$ cat src/rtl/pgr_uart_pkg.sv
// ----------------------------------------------------------------------------
// pgr_uart_pkg
// Shared types and constants for the UART receive engine: FSM state encoding,
// oversampling positions, word-length codes, parity-type codes and a helper
// that turns the 2-bit word-length code into a data-bit count.
// ----------------------------------------------------------------------------
package pgr_uart_pkg;

    typedef enum logic [2:0] {
        ST_IDLE   = 3'd0,
        ST_START  = 3'd1,
        ST_DATA   = 3'd2,
        ST_PARITY = 3'd3,
        ST_STOP1  = 3'd4,
        ST_STOP2  = 3'd5
    } rx_state_t;

    // Oversampling: ticks per bit and the three tick positions that are voted
    localparam int unsigned OVERSAMPLE_DEFAULT = 6;
    localparam int unsigned SAMPLE_LO          = 2;
    localparam int unsigned SAMPLE_MID         = 3;
    localparam int unsigned SAMPLE_HI          = 4;

    // Word-length codes (data bits = 5 + code)
    localparam logic [1:0] WL_5BIT = 2'd0;
    localparam logic [1:0] WL_6BIT = 2'd1;
    localparam logic [1:0] WL_7BIT = 2'd2;
    localparam logic [1:0] WL_8BIT = 2'd3;

    // Parity type codes
    localparam logic EVEN = 1'b0;
    localparam logic ODD  = 1'b1;

    function automatic logic [3:0] data_bits(input logic [1:0] word_len);
        return 4'd5 + {2'b00, word_len};
    endfunction

endpackage

$ cat src/rtl/pgr_uart_rx_sync_filter.sv
// ----------------------------------------------------------------------------
// pgr_uart_rx_sync_filter
// Front end of the UART receiver: brings the asynchronous rxd line into the
// clk domain, detects a high-to-low transition between successive oversample
// ticks and forms a 3-sample majority vote of the line within each bit.
//
// Ports:
//   clk          in   system clock
//   rst_n        in   asynchronous active-low reset
//   i_clk_en     in   oversample tick
//   i_rxd        in   raw serial input (asynchronous, idle high)
//   i_tick_cnt   in   position of the current tick within the bit
//   o_rxd_sync   out  synchronized rxd
//   o_fall_edge  out  on a tick: line is 0 now and was 1 on the previous tick
//   o_bit_val    out  majority of the samples at SAMPLE_LO, SAMPLE_MID and the
//                     current line value; meaningful on the SAMPLE_HI tick
// ----------------------------------------------------------------------------
module pgr_uart_rx_sync_filter
    import pgr_uart_pkg::*;
#(
    parameter int unsigned SYNC_STAGES = 2,
    parameter int unsigned CNT_W       = 3
) (
    input  logic             clk,
    input  logic             rst_n,
    input  logic             i_clk_en,
    input  logic             i_rxd,
    input  logic [CNT_W-1:0] i_tick_cnt,
    output logic             o_rxd_sync,
    output logic             o_fall_edge,
    output logic             o_bit_val
);

    logic [SYNC_STAGES-1:0] r_sync;
    logic                   r_prev_tick;
    logic                   r_samp_lo;
    logic                   r_samp_mid;
    logic                   w_rxd_sync;

    // Synchronizer resets to the idle level so reset release never looks
    // like a start edge.
    always_ff @(posedge clk or negedge rst_n) begin
        if (!rst_n) begin
            r_sync <= '1;
        end else begin
            r_sync <= {r_sync[SYNC_STAGES-2:0], i_rxd};
        end
    end

    assign w_rxd_sync = r_sync[SYNC_STAGES-1];

    // The previous-tick value is tracked on every tick, including inside a
    // frame, so a line stuck low after a break cannot retrigger a start.
    always_ff @(posedge clk or negedge rst_n) begin
        if (!rst_n) begin
            r_prev_tick <= 1'b1;
            r_samp_lo   <= 1'b1;
            r_samp_mid  <= 1'b1;
        end else if (i_clk_en) begin
            r_prev_tick <= w_rxd_sync;
            if (i_tick_cnt == CNT_W'(SAMPLE_LO)) begin
                r_samp_lo <= w_rxd_sync;
            end
            if (i_tick_cnt == CNT_W'(SAMPLE_MID)) begin
                r_samp_mid <= w_rxd_sync;
            end
        end
    end

    assign o_rxd_sync  = w_rxd_sync;
    assign o_fall_edge = i_clk_en & r_prev_tick & ~w_rxd_sync;

    // Third vote input is the live sample taken on the SAMPLE_HI tick itself
    assign o_bit_val   = (r_samp_lo & r_samp_mid) |
                         (r_samp_lo & w_rxd_sync) |
                         (r_samp_mid & w_rxd_sync);

endmodule

$ cat src/rtl/pgr_uart_rx_32bit.sv
// ----------------------------------------------------------------------------
// pgr_uart_rx_32bit
// UART receive engine. Oversamples rxd with the clk_en tick, deframes
// start / 5-8 data bits / optional parity / 1-2 stop bits in LSB-first or
// MSB-first order, and writes each word right-justified into the RX FIFO
// together with one-clk error pulses.
//
// Ports:
//   clk                 in   system clock
//   rst_n               in   asynchronous active-low reset
//   i_clk_en            in   oversample tick (OVERSAMPLE x baud), one clk wide
//   i_rxd               in   serial input, asynchronous, idle high
//   i_uart_word_len     in   data bits = 5 + value
//   i_uart_parity_en    in   1 = parity bit present
//   i_uart_parity_type  in   0 = even, 1 = odd
//   i_uart_stop_len     in   0 = 1 stop bit, 1 = 2 stop bits
//   i_uart_mode         in   0 = LSB first, 1 = MSB first
//   i_rx_fifo_full      in   RX FIFO cannot accept a write
//   o_rx_fifo_wr_data   out  received word, right-justified, unused MSBs 0
//   o_rx_fifo_wr_en     out  one-clk write strobe
//   o_rx_parity_err     out  one-clk pulse with frame completion
//   o_rx_frame_err      out  one-clk pulse, a stop bit was sampled low
//   o_rx_overrun_err    out  one-clk pulse, word dropped because FIFO full
//   o_rx_busy           out  high from start detection until back in IDLE
// ----------------------------------------------------------------------------
module pgr_uart_rx_32bit
    import pgr_uart_pkg::*;
#(
    parameter int unsigned OVERSAMPLE  = OVERSAMPLE_DEFAULT,
    parameter int unsigned SYNC_STAGES = 2
) (
    input  logic       clk,
    input  logic       rst_n,
    input  logic       i_clk_en,
    input  logic       i_rxd,
    input  logic [1:0] i_uart_word_len,
    input  logic       i_uart_parity_en,
    input  logic       i_uart_parity_type,
    input  logic       i_uart_stop_len,
    input  logic       i_uart_mode,
    input  logic       i_rx_fifo_full,
    output logic [7:0] o_rx_fifo_wr_data,
    output logic       o_rx_fifo_wr_en,
    output logic       o_rx_parity_err,
    output logic       o_rx_frame_err,
    output logic       o_rx_overrun_err,
    output logic       o_rx_busy
);

    localparam int unsigned      CNT_W    = $clog2(OVERSAMPLE);
    localparam logic [CNT_W-1:0] CNT_LAST = CNT_W'(OVERSAMPLE - 1);
    localparam logic [CNT_W-1:0] CNT_VOTE = CNT_W'(SAMPLE_HI);

    rx_state_t        r_state;
    rx_state_t        w_next_state;
    logic [CNT_W-1:0] r_tick;
    logic [7:0]       r_word;
    logic [3:0]       r_bit_cnt;
    logic             r_par_acc;
    logic             r_perr;
    logic             r_ferr;

    // Frame configuration, frozen at start detection
    logic [1:0]       r_word_len;
    logic             r_parity_en;
    logic             r_parity_type;
    logic             r_stop_len;
    logic             r_mode;

    logic             w_rxd_sync;
    logic             w_fall_edge;
    logic             w_bit_val;
    logic             w_vote_tick;
    logic             w_bound_tick;
    logic             w_start;
    logic             w_cap_data;
    logic             w_cap_parity;
    logic             w_cap_stop;
    logic             w_done;
    logic [3:0]       w_nbits;
    logic [2:0]       w_bit_idx;

    pgr_uart_rx_sync_filter #(
        .SYNC_STAGES (SYNC_STAGES),
        .CNT_W       (CNT_W)
    ) u_sync_filter (
        .clk         (clk),
        .rst_n       (rst_n),
        .i_clk_en    (i_clk_en),
        .i_rxd       (i_rxd),
        .i_tick_cnt  (r_tick),
        .o_rxd_sync  (w_rxd_sync),
        .o_fall_edge (w_fall_edge),
        .o_bit_val   (w_bit_val)
    );

    assign w_vote_tick  = i_clk_en && (r_tick == CNT_VOTE);
    assign w_bound_tick = i_clk_en && (r_tick == CNT_LAST);
    assign w_nbits      = data_bits(r_word_len);

    // MSB-first frames fill the word from the top of the configured width
    // down, so the result is still right-justified.
    assign w_bit_idx    = r_mode ? 3'(w_nbits - 4'd1 - r_bit_cnt) : r_bit_cnt[2:0];

    always_ff @(posedge clk or negedge rst_n) begin
        if (!rst_n) begin
            r_state <= ST_IDLE;
        end else begin
            r_state <= w_next_state;
        end
    end

    // Bits are judged on the vote tick and states advance on the bit
    // boundary; the last stop bit completes the frame at its vote tick so the
    // FSM is back in IDLE before the next start edge can arrive.
    always_comb begin
        w_next_state = r_state;
        w_start      = 1'b0;
        w_cap_data   = 1'b0;
        w_cap_parity = 1'b0;
        w_cap_stop   = 1'b0;
        w_done       = 1'b0;
        unique case (r_state)
            ST_IDLE: begin
                if (w_fall_edge && !w_rxd_sync) begin
                    w_start      = 1'b1;
                    w_next_state = ST_START;
                end
            end
            ST_START: begin
                if (w_vote_tick && w_bit_val) begin
                    w_next_state = ST_IDLE;
                end else if (w_bound_tick) begin
                    w_next_state = ST_DATA;
                end
            end
            ST_DATA: begin
                if (w_vote_tick) begin
                    w_cap_data = 1'b1;
                end
                if (w_bound_tick && (r_bit_cnt == w_nbits)) begin
                    w_next_state = r_parity_en ? ST_PARITY : ST_STOP1;
                end
            end
            ST_PARITY: begin
                if (w_vote_tick) begin
                    w_cap_parity = 1'b1;
                end
                if (w_bound_tick) begin
                    w_next_state = ST_STOP1;
                end
            end
            ST_STOP1: begin
                if (w_vote_tick) begin
                    w_cap_stop = 1'b1;
                    if (!r_stop_len) begin
                        w_done       = 1'b1;
                        w_next_state = ST_IDLE;
                    end
                end else if (w_bound_tick) begin
                    w_next_state = ST_STOP2;
                end
            end
            ST_STOP2: begin
                if (w_vote_tick) begin
                    w_cap_stop   = 1'b1;
                    w_done       = 1'b1;
                    w_next_state = ST_IDLE;
                end
            end
            default: begin
                w_next_state = ST_IDLE;
            end
        endcase
    end

    // Frame datapath: the start-detect tick counts as tick 0 of the start bit
    always_ff @(posedge clk or negedge rst_n) begin
        if (!rst_n) begin
            r_tick        <= '0;
            r_word        <= '0;
            r_bit_cnt     <= '0;
            r_par_acc     <= 1'b0;
            r_perr        <= 1'b0;
            r_ferr        <= 1'b0;
            r_word_len    <= '0;
            r_parity_en   <= 1'b0;
            r_parity_type <= 1'b0;
            r_stop_len    <= 1'b0;
            r_mode        <= 1'b0;
        end else begin
            if (w_start) begin
                r_tick        <= '0;
                r_word        <= '0;
                r_bit_cnt     <= '0;
                r_par_acc     <= 1'b0;
                r_perr        <= 1'b0;
                r_ferr        <= 1'b0;
                r_word_len    <= i_uart_word_len;
                r_parity_en   <= i_uart_parity_en;
                r_parity_type <= i_uart_parity_type;
                r_stop_len    <= i_uart_stop_len;
                r_mode        <= i_uart_mode;
            end else if (i_clk_en && (r_state != ST_IDLE)) begin
                r_tick <= (r_tick == CNT_LAST) ? '0 : r_tick + 1'b1;
            end

            if (w_cap_data) begin
                r_word[w_bit_idx] <= w_bit_val;
                r_bit_cnt         <= r_bit_cnt + 4'd1;
                r_par_acc         <= r_par_acc ^ w_bit_val;
            end

            if (w_cap_parity) begin
                r_perr <= w_bit_val != (r_par_acc ^ (r_parity_type == ODD));
            end

            if (w_cap_stop) begin
                r_ferr <= r_ferr | ~w_bit_val;
            end
        end
    end

    // Completion outputs: the frame error includes the stop bit being voted
    // in the completing tick, hence the live w_bit_val term.
    always_ff @(posedge clk or negedge rst_n) begin
        if (!rst_n) begin
            o_rx_fifo_wr_data <= '0;
            o_rx_fifo_wr_en   <= 1'b0;
            o_rx_parity_err   <= 1'b0;
            o_rx_frame_err    <= 1'b0;
            o_rx_overrun_err  <= 1'b0;
        end else begin
            o_rx_fifo_wr_en  <= w_done & ~i_rx_fifo_full;
            o_rx_overrun_err <= w_done & i_rx_fifo_full;
            o_rx_parity_err  <= w_done & r_perr;
            o_rx_frame_err   <= w_done & (r_ferr | ~w_bit_val);
            if (w_done) begin
                o_rx_fifo_wr_data <= r_word;
            end
        end
    end

    assign o_rx_busy = (r_state != ST_IDLE);

endmodule

$ cat config.mk
export PLATFORM = sky130hd
export DESIGN_NAME = pgr_uart_rx_32bit
export DESIGN_NICKNAME = d
export VERILOG_FILES = /design/src/rtl/pgr_uart_pkg.sv /design/src/rtl/pgr_uart_rx_sync_filter.sv /design/src/rtl/pgr_uart_rx_32bit.sv
export SDC_FILE = /design/constraint.sdc
export NUM_CORES = 1
export LEC_CHECK = 0
export CORE_MARGIN = 3
export CORE_UTILIZATION = 56
export CTS_CLUSTER_SIZE = 16
export DETAILED_ROUTE_END_ITERATION = 7
export PLACE_DENSITY = 0.87
export SYNTH_ARGS = -nofsm -noshare
export SYNTH_HDL_FRONTEND = slang
export SYNTH_SLANG_ARGS = --single-unit
export TNS_END_PERCENT = 50
$ cat constraint.sdc
create_clock -name clk -period 2.6 [get_ports clk]
set_input_delay 0.39 -clock clk [delete_from_list [all_inputs] [get_ports clk]]
set_output_delay 0.39 -clock clk [all_outputs]
set_load 0.01 [all_outputs]
**Yosys cells after proc, flatten, opt, wreduce, memory -nomap -nowiden**

Index checks and enable logic that the tools add are counted.

- Reduce and logical (&&, ||, !) cells: 18
- Muxes and demuxes: 35
- Eq/ne operators: 18
- Bitwise logic cells: 17
- Order comparisons: 2
- Add/sub/neg operators: 5

Operators by type and width:

| cell | count |
|---|---|
| $mux 3 | 14 |
| $pmux 3 s6 | 1 |
| $mux 8 | 2 |
| $mux 1 | 13 |
| $eq 3x2->1 const B | 4 |
| $eq 3x3->1 const B | 4 |
| $and 1x1->1 | 9 |
| $ne 3x3->1 const B | 3 |
| $bwmux 8 | 1 |
| $mux 4 | 2 |
| $ne 2x2->1 const B | 4 |
| $reduce_bool 2->1 | 4 |
| $logic_and 1x1->1 | 7 |
| $reduce_and 7->1 | 1 |
| $add 3x2->4 const A | 1 |
| $add 4x1->4 const B | 1 |
| $eq 4x4->1 | 1 |
| $lt 3x4->1 const B | 1 |
| $reduce_and 2->1 | 2 |
| $add 3x1->3 const B | 1 |
| $demux 1 s3 | 1 |
| $eq 3x1->1 const B | 1 |
| $ge 3x1->1 const B | 1 |
| $logic_not 3->1 | 1 |
| 10 further kinds | 15 |

- Output and inout bits: 13
- Logic and storage cells: 116
- Flip-flop bits (word level): 44
- Input port bits: 11

**Longest topological paths before layout**

- Depth in word-level cells: 10
- Depth in mapped cells: 9
- Gate-level depth less buffers: 9

**Hierarchy**

From an unflattened synthesis, not the netlist that was laid out.

- Cell total of the unflattened synthesis: 214
- Area total of the unflattened synthesis: 2188.3 sq um

Modules (own cells, without submodules):

| module | area each (sq um) | sequential area each (sq um) | instances | cells an instance |
|---|---|---|---|---|
| pgr_uart_rx_32bit | 1980.6 | 975.9 | 1 | 201 |
| pgr_uart_rx_sync_filter | 207.7 | 131.4 | 1 | 13 |

**Worst setup path before layout**

OpenSTA, ideal clock, no wires.

- Kind: reg2reg
- Start point: register r_word_len[0]
- End point: register r_word[2]
- Path slack: 0.482 ns
- Buffers on the path: 0
- Required time: 2.444 ns
- Setup time: 0.156 ns
- Arrival time: 1.962 ns
- Period minus slack after synthesis: 2.118 ns
- Stages on the path, launching flop included: 9
- Cell sequence: dfrtp_1 ha_1 inv_1 fa_1 xnor2_1 nand2_1 xnor2_1 o311ai_0 o41ai_1

- Word-level cells in the longest chain between the ends: 10
- Elaborated cells between the ends (all ways): 11
- Classes of those cells: add/sub (3); order compare (2); mux (5); reduce/logical (1)

Ends and longest elaborated chain:

| item | RTL line | text |
|---|---|---|
| start, declared | pgr_uart_rx_32bit.sv:64 | `logic [1:0] r_word_len;` |
| start signal, assigned | pgr_uart_rx_32bit.sv:199 | `r_word_len <= i_uart_word_len;` |
| $add 3x2->4 * | pgr_uart_pkg.sv:35 | `return 4'd5 + {2'b00, word_len};` |
| $sub 3x1->3 * | pgr_uart_rx_32bit.sv:103 | `assign w_bit_idx = r_mode ? 3'(w_nbits - 4'd1 - r_bit_cnt) : r_bit_cnt[2:0];` |
| $sub 3x3->3 * | pgr_uart_rx_32bit.sv:103 |  |
| $mux 3 * | pgr_uart_rx_32bit.sv:103 |  |
| $lt 3x4->1 (implied by the code) / $ge 3x1->1 (equally long branches) | pgr_uart_rx_32bit.sv:209 | `r_word[w_bit_idx] <= w_bit_val;` |
| $logic_and 1x1->1 (implied by the code) | pgr_uart_rx_32bit.sv:209 |  |
| $mux 1 (implied by the code) | pgr_uart_rx_32bit.sv:209 |  |
| $demux 1 s3 * | pgr_uart_rx_32bit.sv:209 |  |
| $bwmux 8 * | pgr_uart_rx_32bit.sv:209 |  |
| $mux 8 * | pgr_uart_rx_32bit.sv:208 | `if (w_cap_data) begin` |
| end signal, assigned by index | pgr_uart_rx_32bit.sv:209 |  |
| end, declared | pgr_uart_rx_32bit.sv:57 | `logic [7:0] r_word;` |

Every way passes the cells marked *; elsewhere a longest branch is shown, timed or not.
A chain may end at the register's enable or synchronous reset.

**Worst setup path in the final report**

- Start point: register r_word_len[0]
- End point: register r_word[6]

The elaborated chain is that of the path after synthesis.

==> flow_metrics.tcl <==
set metrics [dict create \
    cp-start-kind "flip-flop" \
    wl_per_cell_um 13.9 \
    post_cts_resized 0 \
    slew_viol_final 0 \
    worst-setup-path-type "reg2reg" \
    worst_slew_pin_slew_ns 1.13 \
    cts-htree-levels 2 \
    grt_pass1_vias 1425 \
    synthArstFlopShare_pct 100 \
    drive_gt1_share_pct 17.3 \
    ctsHoldBuffers 0 \
    peakVddDrop_v 0.000603 \
    p_sw_share_pct 35.5 \
    start_util_pct 59.4 \
    layout_common_cells "39 x dfrtp_1, 22 x clkdlybuf4s50_1, 17 x nand2_1" \
    hp-class "in2async" \
    yosysTopAreaCell "dfrtp_1" \
    clk_latency_ns 0.30 \
    synth-edff-count 0 \
    critPathArrivalTime_ns 2.47 \
    fin_crit_sh_pct 89.6 \
    status "completed" \
    routed_wirelength_mm 3.80 \
    syn_nets 216 \
    die_y_um 69.0 \
    antenna_found_initial 0 \
    p_clk_share_pct 22.0 \
    yosysUniqueCellTypes 47 \
    vias 1527 \
    synthTopCellsByArea "dfrtp_1 44%, mux2_2 6.6%, dfstp_2 5.9%, mux2_4 4.1%, nand2_1 2.9%" \
    cp.required_ns 2.74 \
    regToRegSetupSlack_ns 0.27 \
    rsz0062_at_grt "false" \
    grt_start_max_net_pins 45 \
    clkTransAtPathRegs_ns 0.08 \
    p_seq_share_pct 42.7 \
    postCtsSetupRepairBufs 0 \
    drt_iter0_markers 86 \
    crit_fanout 6 \
    p_comb_share_pct 35.3 \
    cts_tree "done" \
    firstDrtPassIters 4 \
    finClkSkew_ns 0.00579 \
    synth_ff_type "dfrtp_1" \
    hold_viol 0 \
    period_needed_ns 2.33 \
    power.internal_uw 1500 \
    gp_congestion 0.810 \
    portBuffers 23 \
    crit_path_end_kind "flip-flop" \
    worstRegToRegCells 8 \
    rows 22 \
    cts_buffers 5 \
    p_leak_uw 0.00119 \
    clock_path_buffers 2 \
    final_common_cell "dfrtp_1" \
    synth_area_um2 2220 \
    place_ws_ns 0.279 \
    dp_hpwl_mm 2.72 \
    postSynthAreaPerCell_um2 11.2 \
    via_per_inst 5.57 \
    relSlewSlack_pct 23.7 \
    grt_overflow_total 0 \
    cp-startpoint "r_word_len[0]" \
    pin_count 24 \
    yosys_warnings 0 \
    synth_top_area_share_pct 43.9 \
    cts_sinks 44 \
    critical_path.endpoint "r_word[6]" \
    syn_to_final_growth_pct 16.7 \
    maxCapViolations 0 \
    die_w_um 69.0 \
    reg2reg_to "r_word[6]" \
    max_freq_mhz 429 \
    antenna_left 0 \
    synthCells 199 \
    track_usage_pct 18.8 \
    route.detailed.drc 0 \
    synth_seq_area_share_pct 49.8 \
    die-area_um2 4760 \
    ys_ff_latch 44 \
    cellPowerDensity_nw_per_um2 899 \
    clockRootBuffer "clkbuf_8" \
    grt_pass1_wl_mm 6.60 \
    setup_violations 0 \
    diodes 0 \
    layout_setup_ws_ns 0.271 \
    p_sw_uw 827 \
    r2r-start "r_word_len[0]" \
    tns_ns 0 \
    core_area_um2 3740 \
    nets 242 \
]
## worst max-delay path, stage by stage, from the launching register on
cell      delay [ns]
dfrtp_1         0.40
ha_1            0.31
inv_1           0.06
fa_1            0.40
xnor2_1         0.15
nand2_1         0.11
xor2_1          0.21
o311ai_0        0.39
o41ai_1         0.13
## metal layers
metal	part of all wire, %	track usage, %	up-vias
li1	-	-	760
met1	47	26.5	727
met2	47	28.0	32
met3	4.4	4.86	8
met4	1.6	6.57	0
met5	0	0	-
## how the worst min path moves through the flow
stage	startpoint	endpoint	slack, ns	depth (start not counted)
2_1_floorplan	rst_n	o_rx_fifo_wr_data[0]	0.09	0
3_3_place_gp	u_sync_filter.r_sync[0]	u_sync_filter.r_sync[1]	0.35	0
3_5_place_dp	u_sync_filter.r_sync[0]	u_sync_filter.r_sync[1]	0.35	0
4_1_cts	rst_n	r_word[4]	0.26	1
5_1_grt	rst_n	r_word[4]	0.31	1
6_report	rst_n	r_word[1]	0.23	1
## cells in the mapped netlist (all sizes together) (2+ instances only)
| cell | n |
|---|---|
| clkbuf | 2 |
| nor3b | 2 |
| dfrtp | 39 |
| o41ai | 5 |
| nand3b | 3 |
| mux2i | 6 |
| or3b | 2 |
| nand2 | 18 |
| mux2 | 19 |
| o21ai | 9 |
| nand2b | 3 |
| ha | 5 |
| buf | 5 |
| inv | 11 |
| xnor2 | 3 |
| dfstp | 5 |
| nand3 | 7 |
| a21o | 4 |
| a21oi | 5 |
| xor2 | 3 |
| nor2 | 15 |
| o311ai | 4 |
| nor2b | 5 |
| o31ai | 2 |
## power by group through the flow
stage,Sequential (uW),Combinational (uW),Clock [uW]
after floorplan,932,694,0
after global placement,997,792,0
after detailed placement,1010,817,0
after CTS,993,825,529
after global routing,1020,921,550
final,995,823,513
## final cells by class
class	count	area, um^2
fillers	291	1150
flip-flops and latches	44	1110
multi-input cells	137	1030
repair buffers	26	248
clock buffers	6	72.6
well taps	48	60.1
inverters	11	41.3
clock inverters	2	35.0
## flip-flops by register name, summed over array words and instances (netlist names), 2 cells and up
name,flops
o_rx_fifo_wr_data,8
r_word,8
r_bit_cnt,4
r_state,3
r_tick,3
r_word_len,2
u_sync_filter.r_sync,2
## logic make-up after synthesis
logic type / synth area share, %
AND/OR/NAND/NOR: 15.0
flip-flops: 49.8
AO/OA/AOI/OAI: 11.4
multiplexers: 13.3
buffers and inverters: 3.83
adder cells (fa/ha/maj): 4.17
XOR/XNOR: 2.37
## through the flow
stage                     total power (uW)  utilization, %  hold WS (ns)  std cells  area [um^2]
after floorplan                       1630               -        0.0944        199         2220
after global placement                1790            66.4         0.346        266         2490
after detailed placement              1820            66.4         0.347        266         2490
after CTS                             2350            69.3         0.255        274         2590
after global routing                  2500            69.3         0.313        274         2590
final                                 2330            69.3         0.230        274         2590
(Power assumes the default switching activity.)
